<file path="src/rtl/ddr_frame_arbiter_if.sv">
// Command port between the frame arbiter and the DDR3 controller user interface.
// One burst command is in flight at a time; burst_done closes its data phase.
interface ddr_frame_arbiter_if #(
  parameter int ADDR_W = 28
);
  logic              cmd_valid;
  logic              cmd_ready;
  logic              cmd_we;
  logic [ADDR_W-1:0] cmd_addr;
  logic              burst_done;

  modport master (
    output cmd_valid, cmd_we, cmd_addr,
    input  cmd_ready, burst_done
  );

  modport slave (
    input  cmd_valid, cmd_we, cmd_addr,
    output cmd_ready, burst_done
  );
endinterface

</file>
<file path="src/rtl/ddr_frame_arbiter.sv">
// Round-robin write/read burst scheduler for the triple-buffered video frame store.
// state | meaning: IDLE wait calibration | ARB apply frame starts or grant | CMD offer command | DATA wait burst_done
module ddr_frame_arbiter #(
  parameter int                ADDR_W       = 28,
  parameter int                BURST_BYTES  = 256,
  parameter int                FRAME_BURSTS = 7200,
  parameter logic [ADDR_W-1:0] FRAME_STRIDE = ADDR_W'(28'h040_0000)
) (
  input  logic                   clk,
  input  logic                   rst_n,
  input  logic                   init_done,
  input  logic                   wr_frame_start,
  input  logic                   wr_level_ok,
  input  logic                   rd_frame_start,
  input  logic                   rd_space_ok,
  ddr_frame_arbiter_if.master    cmd,
  output logic [1:0]             wr_buf,
  output logic [1:0]             rd_buf,
  output logic                   wr_drop,
  output logic                   rd_underrun
);
  localparam int                CNT_W   = $clog2(FRAME_BURSTS + 1);
  localparam logic [CNT_W-1:0]  FULL    = CNT_W'(FRAME_BURSTS);
  localparam logic [ADDR_W-1:0] BURST_A = ADDR_W'(BURST_BYTES);

  typedef enum logic [1:0] {IDLE, ARB, CMD, DATA} state_t;

  state_t            state, state_nxt;
  logic [CNT_W-1:0]  wr_cnt, rd_cnt;
  logic              wr_active, rd_active;
  logic              wr_pend, rd_pend;
  logic              last_grant_w;
  logic [1:0]        last_done, last_done_nxt;
  logic              consume, grant_w, grant_r;
  logic              wreq, rreq, wr_frame_full;
  logic [ADDR_W-1:0] addr_w, addr_r;

  assign wreq          = wr_active && wr_level_ok && (wr_cnt < FULL);
  assign rreq          = rd_active && rd_space_ok && (rd_cnt < FULL);
  assign wr_frame_full = wr_active && (wr_cnt == FULL);
  assign addr_w        = ADDR_W'(wr_buf) * FRAME_STRIDE + ADDR_W'(wr_cnt) * BURST_A;
  assign addr_r        = ADDR_W'(rd_buf) * FRAME_STRIDE + ADDR_W'(rd_cnt) * BURST_A;

  // Pending frame starts take a whole ARB cycle so a grant never sees half-updated buffers.
  always_comb begin
    state_nxt     = state;
    consume       = 1'b0;
    grant_w       = 1'b0;
    grant_r       = 1'b0;
    last_done_nxt = last_done;
    case (state)
      IDLE: if (init_done) state_nxt = ARB;
      ARB: begin
        if (wr_pend || rd_pend) begin
          consume = 1'b1;
          if (wr_pend && wr_frame_full) last_done_nxt = wr_buf;
        end else if (wreq && (!rreq || !last_grant_w)) begin
          grant_w   = 1'b1;
          state_nxt = CMD;
        end else if (rreq) begin
          grant_r   = 1'b1;
          state_nxt = CMD;
        end
      end
      CMD:  if (cmd.cmd_valid && cmd.cmd_ready) state_nxt = DATA;
      DATA: if (cmd.burst_done) state_nxt = ARB;
      default: state_nxt = IDLE;
    endcase
  end

  always_ff @(posedge clk or negedge rst_n) begin
    if (!rst_n) begin
      state        <= IDLE;
      cmd.cmd_valid <= 1'b0;
      cmd.cmd_we   <= 1'b0;
      cmd.cmd_addr <= '0;
      wr_buf       <= 2'd1;
      rd_buf       <= 2'd0;
      last_done    <= 2'd0;
      wr_cnt       <= '0;
      rd_cnt       <= '0;
      wr_active    <= 1'b0;
      rd_active    <= 1'b0;
      wr_pend      <= 1'b0;
      rd_pend      <= 1'b0;
      last_grant_w <= 1'b0;
      wr_drop      <= 1'b0;
      rd_underrun  <= 1'b0;
    end else begin
      state       <= state_nxt;
      wr_drop     <= 1'b0;
      rd_underrun <= 1'b0;
      wr_pend     <= wr_frame_start || (wr_pend && !consume);
      rd_pend     <= rd_frame_start || (rd_pend && !consume);

      if (consume && wr_pend) begin
        if (wr_frame_full) begin
          last_done <= wr_buf;
          wr_buf    <= 2'd3 - wr_buf - rd_buf;
        end else if (wr_active) begin
          wr_drop <= 1'b1;
        end
        wr_cnt    <= '0;
        wr_active <= 1'b1;
      end

      // Read picks up last_done_nxt so a same-cycle completed write frame is shown at once.
      if (consume && rd_pend) begin
        rd_buf      <= last_done_nxt;
        rd_underrun <= rd_active && (rd_cnt < FULL);
        rd_cnt      <= '0;
        rd_active   <= 1'b1;
      end

      if (grant_w || grant_r) begin
        cmd.cmd_valid <= 1'b1;
        cmd.cmd_we    <= grant_w;
        cmd.cmd_addr  <= grant_w ? addr_w : addr_r;
        last_grant_w  <= grant_w;
      end else if (cmd.cmd_valid && cmd.cmd_ready) begin
        cmd.cmd_valid <= 1'b0;
      end

      if (state == DATA && cmd.burst_done) begin
        if (last_grant_w) begin
          if (wr_cnt < FULL) wr_cnt <= wr_cnt + 1'b1;
        end else begin
          if (rd_cnt < FULL) rd_cnt <= rd_cnt + 1'b1;
        end
      end
    end
  end
endmodule

</file>
<file path="src/flat_wrapper.sv">
// flat-port wrapper written by rule: the top's interface ports become plain ports
module ddr_frame_arbiter_flat 
#(
  parameter int                ADDR_W       = 28,
  parameter int                BURST_BYTES  = 256,
  parameter int                FRAME_BURSTS = 7200,
  parameter logic [ADDR_W-1:0] FRAME_STRIDE = ADDR_W'(28'h040_0000)
)
  (clk, rst_n, init_done, wr_frame_start, wr_level_ok, rd_frame_start, rd_space_ok, wr_buf, rd_buf, wr_drop, rd_underrun, cmd_cmd_valid, cmd_cmd_we, cmd_cmd_addr, cmd_cmd_ready, cmd_burst_done);
  ddr_frame_arbiter_if #(.ADDR_W(ADDR_W)) cmd_i ();
  input  logic clk;
  input  logic rst_n;
  input  logic init_done;
  input  logic wr_frame_start;
  input  logic wr_level_ok;
  input  logic rd_frame_start;
  input  logic rd_space_ok;
  output logic [1:0] wr_buf;
  output logic [1:0] rd_buf;
  output logic wr_drop;
  output logic rd_underrun;
  output wire logic [$bits(cmd_i.cmd_valid)-1:0] cmd_cmd_valid;
  output wire logic [$bits(cmd_i.cmd_we)-1:0] cmd_cmd_we;
  output wire logic [$bits(cmd_i.cmd_addr)-1:0] cmd_cmd_addr;
  input wire logic [$bits(cmd_i.cmd_ready)-1:0] cmd_cmd_ready;
  input wire logic [$bits(cmd_i.burst_done)-1:0] cmd_burst_done;
  assign cmd_cmd_valid = cmd_i.cmd_valid;
  assign cmd_cmd_we = cmd_i.cmd_we;
  assign cmd_cmd_addr = cmd_i.cmd_addr;
  assign cmd_i.cmd_ready = cmd_cmd_ready;
  assign cmd_i.burst_done = cmd_burst_done;
  ddr_frame_arbiter #(.ADDR_W(ADDR_W), .BURST_BYTES(BURST_BYTES), .FRAME_BURSTS(FRAME_BURSTS), .FRAME_STRIDE(FRAME_STRIDE)) u_core (.clk(clk), .rst_n(rst_n), .init_done(init_done), .wr_frame_start(wr_frame_start), .wr_level_ok(wr_level_ok), .rd_frame_start(rd_frame_start), .rd_space_ok(rd_space_ok), .cmd(cmd_i), .wr_buf(wr_buf), .rd_buf(rd_buf), .wr_drop(wr_drop), .rd_underrun(rd_underrun));
endmodule
</file>
<file path="config.mk">
export PLATFORM = sky130hd
export DESIGN_NAME = ddr_frame_arbiter_flat
export DESIGN_NICKNAME = d
export VERILOG_FILES = /design/src/rtl/ddr_frame_arbiter_if.sv /design/src/rtl/ddr_frame_arbiter.sv /design/src/flat_wrapper.sv
export SDC_FILE = /design/constraint.sdc
export NUM_CORES = 1
export LEC_CHECK = 0
export CAP_MARGIN = 20
export CORE_UTILIZATION = 39
export DETAILED_ROUTE_END_ITERATION = 10
export PLACE_DENSITY = 0.61
export RECOVER_POWER = 50
export SLEW_MARGIN = 20
export SYNTH_ARGS = -nofsm -noshare
export SYNTH_HDL_FRONTEND = slang
export SYNTH_SLANG_ARGS = --single-unit
</file>
<file path="constraint.sdc">
create_clock -name clk -period 6.6 [get_ports clk]
set_input_delay 1.98 -clock clk [delete_from_list [all_inputs] [get_ports clk]]
set_output_delay 1.98 -clock clk [all_outputs]
set_load 0.01 [all_outputs]
</file>
==> results of run 1 <==
-- registers in the layout, summed over array words and instances (netlist names), 2 cells and up --
register             flops
u_core.cmd.cmd_addr     15
u_core.state             2
u_core.wr_buf            2
u_core.rd_cnt           13
u_core.rd_buf            2
u_core.last_done         2
u_core.wr_cnt           13
-- metal layers --
metal	vias up	wire, um	share of wire [%]
li1	1173	-	-
met1	1110	3210	49
met2	74	2790	43
met3	11	403	6.2
met4	0	144	2.2
met5	-	0	0
-- cells by family (layout without fill, tap and decap cells) --
logic type	after synthesis	after routing	synth area share, %
AND/OR/NAND/NOR	115	115	17.7
AO/OA/AOI/OAI	77	77	15.6
flip-flops	57	57	46.8
buffers and inverters	39	59	7.14
multiplexers	23	23	7.76
adder cells (fa/ha/maj)	9	9	3.69
XOR/XNOR	4	4	1.15
other	1	13	0.123
-- how the worst max path moves through the flow --
| stage | startpoint | endpoint | slack, ns | depth (start not counted) |
|---|---|---|---|---|
| final | rst_n | u_core.last_done[1] | 2.16 | 2 |
| after global routing | rst_n | u_core.rd_cnt[3] | 1.43 | 2 |
| after CTS | cmd_burst_done | u_core.rd_cnt[3] | 2.92 | 6 |
| after detailed placement | rd_space_ok | u_core.cmd.cmd_valid | 2.54 | 5 |
| after global placement | rd_space_ok | u_core.cmd.cmd_valid | 2.58 | 5 |
| after floorplan | rd_space_ok | u_core.cmd.cmd_addr[13] | 3.17 | 6 |
-- cells in the final DEF, fill, tap and decap left out, drive strengths merged, types with 3 or more instances in the layout --
cell | netlist | layout
a21o | 5 | 5
a21oi | 7 | 7
a22o | 3 | 3
and3 | 6 | 6
clkbuf | 11 | 15
clkdlybuf4s50 | 0 | 28
conb | 1 | 13
dfrtp | 56 | 56
ha | 9 | 9
inv | 10 | 10
mux2 | 5 | 5
mux2i | 18 | 18
nand2 | 56 | 56
nand2b | 3 | 3
nand3 | 10 | 10
nor2 | 11 | 11
nor3 | 15 | 15
nor4 | 3 | 3
o21ai | 45 | 45
o22ai | 3 | 3
o31ai | 3 | 3
xnor2 | 4 | 4
-- through the flow --
stage | setup WS, ns | hold slack [ns] | total power, mW
finish | 2.16 | 0.474 | 1.00
global route | 1.43 | 0.516 | 1.07
CTS | 2.92 | 0.478 | 1.01
detailed placement | 2.54 | 0.465 | 0.699
global placement | 2.58 | 0.459 | 0.696
floorplan | 3.17 | 0.449 | 0.609
-- area by class of cell --
cell class	count	share of cell area (%)
Multi-Input combinational cell	241	41.0
Sequential cell	57	40.2
Timing Repair Buffer	33	8.91
Clock buffer	14	5.14
Tap cell	99	3.48
Inverter	10	1.06
Clock inverter	2	0.282
-- power by group --
group          switching, mW  leakage, nW  internal (mW)
clock                  0.134        0.102          0.176
combinational          0.156        0.612          0.110
sequential            0.0389        0.763          0.386
total                  0.329         1.48          0.673
==> impl_metrics.tcl, run 1 <==
set metrics [dict create \
    status "finished, violations left" \
    violations "capacitance limit, slew limit" \
    final_hold_viol_count 0 \
    hold_depth 1 \
    die_h_um 90.4 \
    cts_buffer_depth 2 \
    placed_cell_area_um2 3360 \
    drtIter0Drc 150 \
    drc 0 \
    drt-pass1-iter-count 4 \
    whs_endpoint "u_core.last_done[1]" \
    htreeDepth 3 \
    io_pins 45 \
    grt_pass1_wl_mm 11.1 \
    ant_nets 0 \
    post_cts_buffers 0 \
    cp_slowest_stage_delay_ns 2.13 \
    synth-seq-cells 57 \
    stdcell_count 456 \
    maxCapViolations 1 \
    timing.rr.start "u_core.wr_cnt[6]" \
    clockRootBuffer "clkbuf_8" \
    antenna_found_initial 0 \
    min_path_type "reg2reg" \
    crit_required_ns 6.37 \
    yosysTopAreaCellShare_pct 46.0 \
    ctsHoldBuffers 0 \
    syn_to_final_growth_pct 16.6 \
    rows 31 \
    cp-start-kind "input pin" \
    irDropWorstVdd_mv 0.152 \
    routed_wl_mm 6.55 \
    yosysSeqAreaShare_pct 46.8 \
    place.gp.congestion 0.857 \
    reg2reg_depth 5 \
    r2r-end "u_core.rd_buf[1]" \
    seqCellArea_um2 1430 \
    grt_max_degree 58 \
    cts_num_sinks 57 \
    netlist_area_um2 3050 \
    grt.met2_usage_pct 24.3 \
    grt_pass1_vias 2155 \
    fin_crit_sh_pct 67.3 \
    die_w_um 90.4 \
    power_density_nw_per_um2 282 \
    cp.arrival_ns 4.21 \
    start_util_pct 41.2 \
    clk_latency_ns 0.34 \
    yosysWarnings 0 \
    setup_viol 0 \
    tightest_slew_ns 3.03 \
    avgSynthCellArea_um2 9.38 \
    cp-end-kind "asynchronous set/reset pin" \
    fin_crit_ns 4.44 \
    cts_resized 0 \
    cts_tree "done" \
    path_class "in2async" \
    critPathBufInv 2 \
    netlist_top_cells_area "dfrtp_1 46%, nand2_1 6.9%, mux2i_1 5.9%" \
    worstPathCellList "buf_2 > clkbuf_1" \
    path_max_fanout 57 \
    slowest_stage "clkbuf_1" \
    fmax_mhz 225 \
    synth_ff_type "dfrtp_1" \
    relSlewSlack_pct -102 \
    yosys.area.top_type "dfrtp_1" \
    fin_tns_setup_ns 0 \
    synth-edff-count 0 \
    hp-start "u_core.last_done[1]" \
    final_util_pct 48.0 \
    grtUsageTotal_pct 17.6 \
    async_flop_share_pct 100 \
    io_buffers 31 \
    multi_input_area_um2 1460 \
    via_count 2368 \
    grt_setup_unrepaired "false" \
    num-nets-final 370 \
    syn_inst 325 \
    synth_common_cells "56 x dfrtp_1, 56 x nand2_1, 35 x o21ai_1, 18 x mux2i_1, 17 x buf_4" \
    maxSlewViolCount 58 \
    path_delay_family "buffers and inverters" \
    dp_cells 440 \
    fillers 715 \
    overflow 0 \
    r2r_slack_ns 3.99 \
    skew_ns 0.00947 \
    core_um2 7410 \
    ys_types 43 \
    die-area_um2 8180 \
    drt-wirelength-per-cell_um 14.4 \
    grt_use_met1_pct 25.4 \
    drive_above_1_share_pct 6.72 \
    busiest_layer "met1" \
    power.leakage_nw 1.48 \
    grt_util_met3_pct 3.70 \
    design_area_um2 3550 \
    vias_per_cell 5.19 \
    dp_hpwl_mm 4.65 \
    numCtsBuffers 9 \
    clk_pin_slew_ns 0.06 \
    diodes 0 \
]
(Power assumes the default switching activity.)
==> inputs of run 2 (changes only) <==
==> constraint.sdc (replaced) <==
create_clock -name clk -period 4.3 [get_ports clk]
set_input_delay 1.29 -clock clk [delete_from_list [all_inputs] [get_ports clk]]
set_output_delay 1.29 -clock clk [all_outputs]
set_load 0.01 [all_outputs]
==> run 2 against run 1 <==
Against the previous run: first-iteration DRC count grew 14%; via count is 0.93% higher; combinational power up 58%; register-to-register slack lost 2.3 ns; wire length is 5.7% higher; critical path depth increased by 5; the flow still finishes with violations (capacitance limit, slew limit); utilization rose by 0.19 points; die area is the same; power grew 57%; sequential power up 54%.
==> impl_metrics.tcl, run 2 (same netlist as run 1, synthesis figures left out) <==
set metrics [dict create \
    ctsHoldBuffers 0 \
    fin_tns_setup_ns 0 \
    grt_use_met1_pct 25.0 \
    largest_reg_flops 15 \
    fin_crit_ns 2.97 \
    path_class "in2reg" \
    clk_pin_slew_ns 0.06 \
    maxSlewViolCount 34 \
    cp-end-kind "flip-flop" \
    cts_num_sinks 57 \
    place.gp.congestion 0.843 \
    via_count 2390 \
    vias_per_cell 5.22 \
    htreeDepth 3 \
    grt.met2_usage_pct 27.4 \
    final_cell_mix "56 x nand2_1, 56 x dfrtp_1, 35 x o21ai_1" \
    cp.arrival_ns 3.22 \
    rows 31 \
    grt_pass1_vias 2206 \
    fin_ws_ns 1.33 \
    drt-wirelength-per-cell_um 15.1 \
    fin_crit_sh_pct 69.0 \
    die-area_um2 8180 \
    grtUsageTotal_pct 17.9 \
    irDropWorstVdd_mv 0.214 \
    skew_ns 0.0127 \
    crit_required_ns 4.55 \
    routed_wl_mm 6.92 \
    final_hold_viol_count 0 \
    tightest_slew_ns 1.78 \
    power.leakage_nw 1.48 \
    clk_latency_ns 0.34 \
    multi_input_area_um2 1450 \
    clockRootBuffer "clkbuf_8" \
    violations "capacitance limit, slew limit" \
    pre_cts_ws_ns 1.04 \
    top_regs "u_core.cmd.cmd_addr x15, u_core.rd_cnt x13, u_core.wr_cnt x13" \
    antenna_found_initial 0 \
    core_um2 7410 \
    numCtsBuffers 9 \
    drive_above_1_share_pct 7.24 \
    ant_nets 0 \
    diodes 0 \
    seqCellArea_um2 1430 \
    cp-start-kind "input pin" \
    maxCapViolations 1 \
    drc 0 \
    grt_max_degree 34 \
    start_util_pct 41.2 \
    io_pins 45 \
    cts_resized 0 \
    busiest_layer "met2" \
    min_path_type "reg2reg" \
    cts_tree "done" \
    drt-pass1-iter-count 4 \
    setup_viol 0 \
    die_w_um 90.4 \
    dp_hpwl_mm 4.99 \
    status "finished, violations left" \
    relSlewSlack_pct -18.7 \
    grt_setup_unrepaired "false" \
    power_density_nw_per_um2 441 \
    fmax_mhz 337 \
    post_cts_buffers 0 \
    num-nets-final 372 \
    overflow 0 \
    cts_buffer_depth 2 \
    io_buffers 31 \
    grt_util_met3_pct 2.86 \
    die_h_um 90.4 \
    fillers 713 \
    drtIter0Drc 171 \
    grt_pass1_wl_mm 11.3 \
    path_max_fanout 8 \
    regMostFlops "u_core.cmd.cmd_addr" \
    syn_to_final_growth_pct 17.0 \
]
[run 2: layout make-up]
class | count | area share [%]
multi-input combinational | 241 | 40.6
sequential | 57 | 40.0
timing repair buffer | 35 | 9.36
clock buffer | 11 | 3.96
tap | 99 | 3.47
clock inverter | 5 | 1.54
inverter | 10 | 1.05
[run 2: power breakdown]
part | switching (mW) | internal (mW)
Combinational | 0.247 | 0.174
Sequential | 0.0606 | 0.593
Clock | 0.216 | 0.281
[run 2: final timing paths]
| check | cells past startpoint | to | startpoint | slack [ns] |
|---|---|---|---|---|
| setup / recovery | 7 | u_core.rd_cnt[7] | cmd_burst_done | 1.33 |
| hold / removal | 1 | u_core.last_done[1] | u_core.last_done[1] | 0.48 |
| setup reg to reg | 5 | u_core.rd_buf[1] | u_core.wr_cnt[6] | 1.69 |
| hold reg to reg | 1 | u_core.last_done[1] | u_core.last_done[1] | 0.48 |
| max in group asynchronous | 2 | u_core.rd_cnt[9] | rst_n | 1.69 |
| min in group asynchronous | 1 | u_core.wr_cnt[8] | rst_n | 1.42 |
[run 2: layer usage]
layer  share of wire (%)  wire, um
met3                 3.8       266
met5                   0         0
met4                 1.3        89
met1                  49      3390
met2                  46      3180
[run 2: worst max-delay path, cell delays in order]
cell and delay [ns]:
dlygate4sd3_1 0.59, nand2_1 0.10, or2_2 0.34, nor2_1 0.40
buf_4 0.25, a21oi_1 0.07, mux2i_1 0.19
[run 2: per-stage QoR]
stage                     utilization, %  cells  total power, mW  hold slack (ns)  area [um2]
after floorplan                        -    337            0.934            0.449        3090
after global placement              45.6    442             1.08            0.458        3380
after detailed placement            45.6    442             1.09            0.465        3380
after CTS                           48.2    458             1.59            0.480        3570
after global routing                48.2    458             1.67            0.515        3570
final                               48.2    458             1.57            0.477        3570
==> inputs of run 3 (changes only) <==
--- a/config.mk
+++ b/config.mk
@@ -8,7 +8,7 @@
 export CAP_MARGIN = 20
 export CORE_UTILIZATION = 39
 export DETAILED_ROUTE_END_ITERATION = 10
-export PLACE_DENSITY = 0.61
+export PLACE_DENSITY = 0.63
 export RECOVER_POWER = 50
 export SLEW_MARGIN = 20
 export SYNTH_ARGS = -nofsm -noshare
==> constraint.sdc (replaced) <==
create_clock -name clk -period 2.69 [get_ports clk]
set_input_delay 0.807 -clock clk [delete_from_list [all_inputs] [get_ports clk]]
set_output_delay 0.807 -clock clk [all_outputs]
set_load 0.01 [all_outputs]
==> run 3 against run 2 <==
Against the previous run: the run now ends clean; clock power increased by 73%; die area unchanged; utilization is 2.0 points higher; register-to-register slack worse by 1.5 ns.
==> impl_metrics.tcl, run 3 (same netlist as run 1, synthesis figures left out) <==
set metrics [dict create \
    io_pins 45 \
    die_h_um 90.4 \
    htreeDepth 3 \
    cts_resized 0 \
    grt_pass1_wl_mm 11.4 \
    numCtsBuffers 9 \
    irDropWorstVdd_mv 0.470 \
    routed_wl_mm 6.75 \
    largest_reg_flops 15 \
    grt_pass1_vias 2264 \
    via_count 2456 \
    grt_max_degree 58 \
    drt-wirelength-per-cell_um 14.2 \
    final_cell_mix "56 x nand2_1, 56 x dfrtp_1, 35 x o21ai_1" \
    drive_above_1_share_pct 11.2 \
    seqCellArea_um2 1430 \
    cts_buffer_depth 2 \
    reg2reg_depth 5 \
    multi_input_area_um2 1450 \
    power.internal_mw 1.80 \
    fin_total_pwr_mw 2.63 \
    vias_per_cell 5.17 \
    power_density_nw_per_um2 708 \
    drc 0 \
    final_util_pct 50.2 \
    dp_cells 459 \
    relSlewSlack_pct 7.43 \
    fillers 712 \
    pwr-share-comb_pct 28.1 \
    overflow 0 \
    syn_to_final_growth_pct 22.0 \
    fin_crit_ns 2.46 \
    clkPwrFrac_pct 32.7 \
    cts_num_sinks 57 \
    maxCapViolations 0 \
    clk_latency_ns 0.33 \
    cts_tree "done" \
    fmax_mhz 406 \
    skew_ns 0.00610 \
    sw_frac_of_total_pct 31.8 \
    ctsHoldBuffers 0 \
    post_cts_buffers 0 \
    path_class "reg2reg" \
    ant_nets 0 \
    cp-start-kind "flip-flop" \
    path_max_fanout 7 \
    cp-end-kind "flip-flop" \
    dp_hpwl_mm 4.87 \
    stdcell_count 475 \
    top_regs "u_core.cmd.cmd_addr x15, u_core.rd_cnt x13, u_core.wr_cnt x13" \
    status "completed" \
    drtIter0Drc 192 \
    power.leakage_nw 1.57 \
    start_util_pct 41.2 \
    maxSlewViolCount 0 \
    clk_pin_slew_ns 0.07 \
    power_switching_mw 0.839 \
    hold_depth 2 \
    die-area_um2 8180 \
    rows 31 \
    drt-pass1-iter-count 4 \
    setup_viol 0 \
    crit_required_ns 2.91 \
    clockRootBuffer "clkbuf_8" \
    cp.arrival_ns 2.68 \
    io_buffers 31 \
    num-nets-final 389 \
    core_um2 7410 \
    fin_crit_sh_pct 91.6 \
    grtUsageTotal_pct 17.8 \
    diodes 0 \
    pwr-share-seq_pct 39.2 \
    min_path_type "reg2reg" \
    antenna_found_initial 0 \
    final_hold_viol_count 0 \
    die_w_um 90.4 \
    grt_setup_unrepaired "false" \
    tightest_slew_ns 1.39 \
    place.gp.congestion 0.811 \
    regMostFlops "u_core.cmd.cmd_addr" \
]
[run 3: cell types whose count changed in the layout (fill, tap and decap cells not counted), moves of 2 or more]
cell,delta
buf_4,+13
clkbuf_1,+2
clkdlybuf4s50_1,+3
dlygate4sd3_1,-3
[run 3: worst max-delay path, stage by stage, from the launching register on]
cell and delay, ns:
dfrtp_1 0.47, or4_4 0.49, nor4bb_1 0.44, and3_1 0.33
mux2_1 0.36, mux2_2 0.26
[run 3: final cells by class]
cell class                      count  area share, %
Multi-Input combinational cell    241           39.1
Clock buffer                       11           3.53
Inverter                           10           1.01
Tap cell                           99           3.33
Timing Repair Buffer               52           12.5
Sequential cell                    57           38.4
Clock inverter                      5           2.15
[run 3: worst paths after layout]
path | startpoint | end | slack (ns)
worst max register to register | u_core.wr_cnt[9] | u_core.rd_buf[0] | 0.23
worst min-delay path | u_core.cmd.cmd_addr[15] | u_core.cmd.cmd_addr[15] | 0.49
max in group asynchronous | rst_n | u_core.cmd.cmd_valid | 0.98
worst min register to register | u_core.cmd.cmd_addr[15] | u_core.cmd.cmd_addr[15] | 0.49
min in group asynchronous | rst_n | u_core.wr_cnt[8] | 0.88
worst max-delay path | u_core.wr_cnt[9] | u_core.rd_buf[0] | 0.23
[run 3: through the flow]
stage	hold WS [ns]	area [um2]	TNS, ns	setup slack, ns
2_1_floorplan	0.449	3090	0	0.352
3_3_place_gp	0.458	3520	-0.00648	-0.00648
3_5_place_dp	0.474	3520	-0.0146	-0.0146
4_1_cts	0.489	3730	0	0.256
5_1_grt	0.513	3720	0	0.119
6_report	0.487	3720	0	0.226
[run 3: power groups by stage]
| stage | sequential (mW) | combinational [mW] | clock [mW] |
|---|---|---|---|
| 2_1_floorplan | 1.05 | 0.441 | 0 |
| 3_3_place_gp | 1.05 | 0.726 | 0 |
| 3_5_place_dp | 1.05 | 0.745 | 0 |
| 4_1_cts | 1.03 | 0.749 | 0.882 |
| 5_1_grt | 1.05 | 0.823 | 0.912 |
| 6_report | 1.03 | 0.741 | 0.861 |
[run 3: routing by layer]
metal / vias up / global-route usage [%] / share of wire (%)
met5: - / 0 / 0
met4: 0 / 6.32 / 1.6
met3: 11 / 4.04 / 6.2
met2: 78 / 26.7 / 46
met1: 1155 / 25.1 / 46
li1: 1212 / - / -
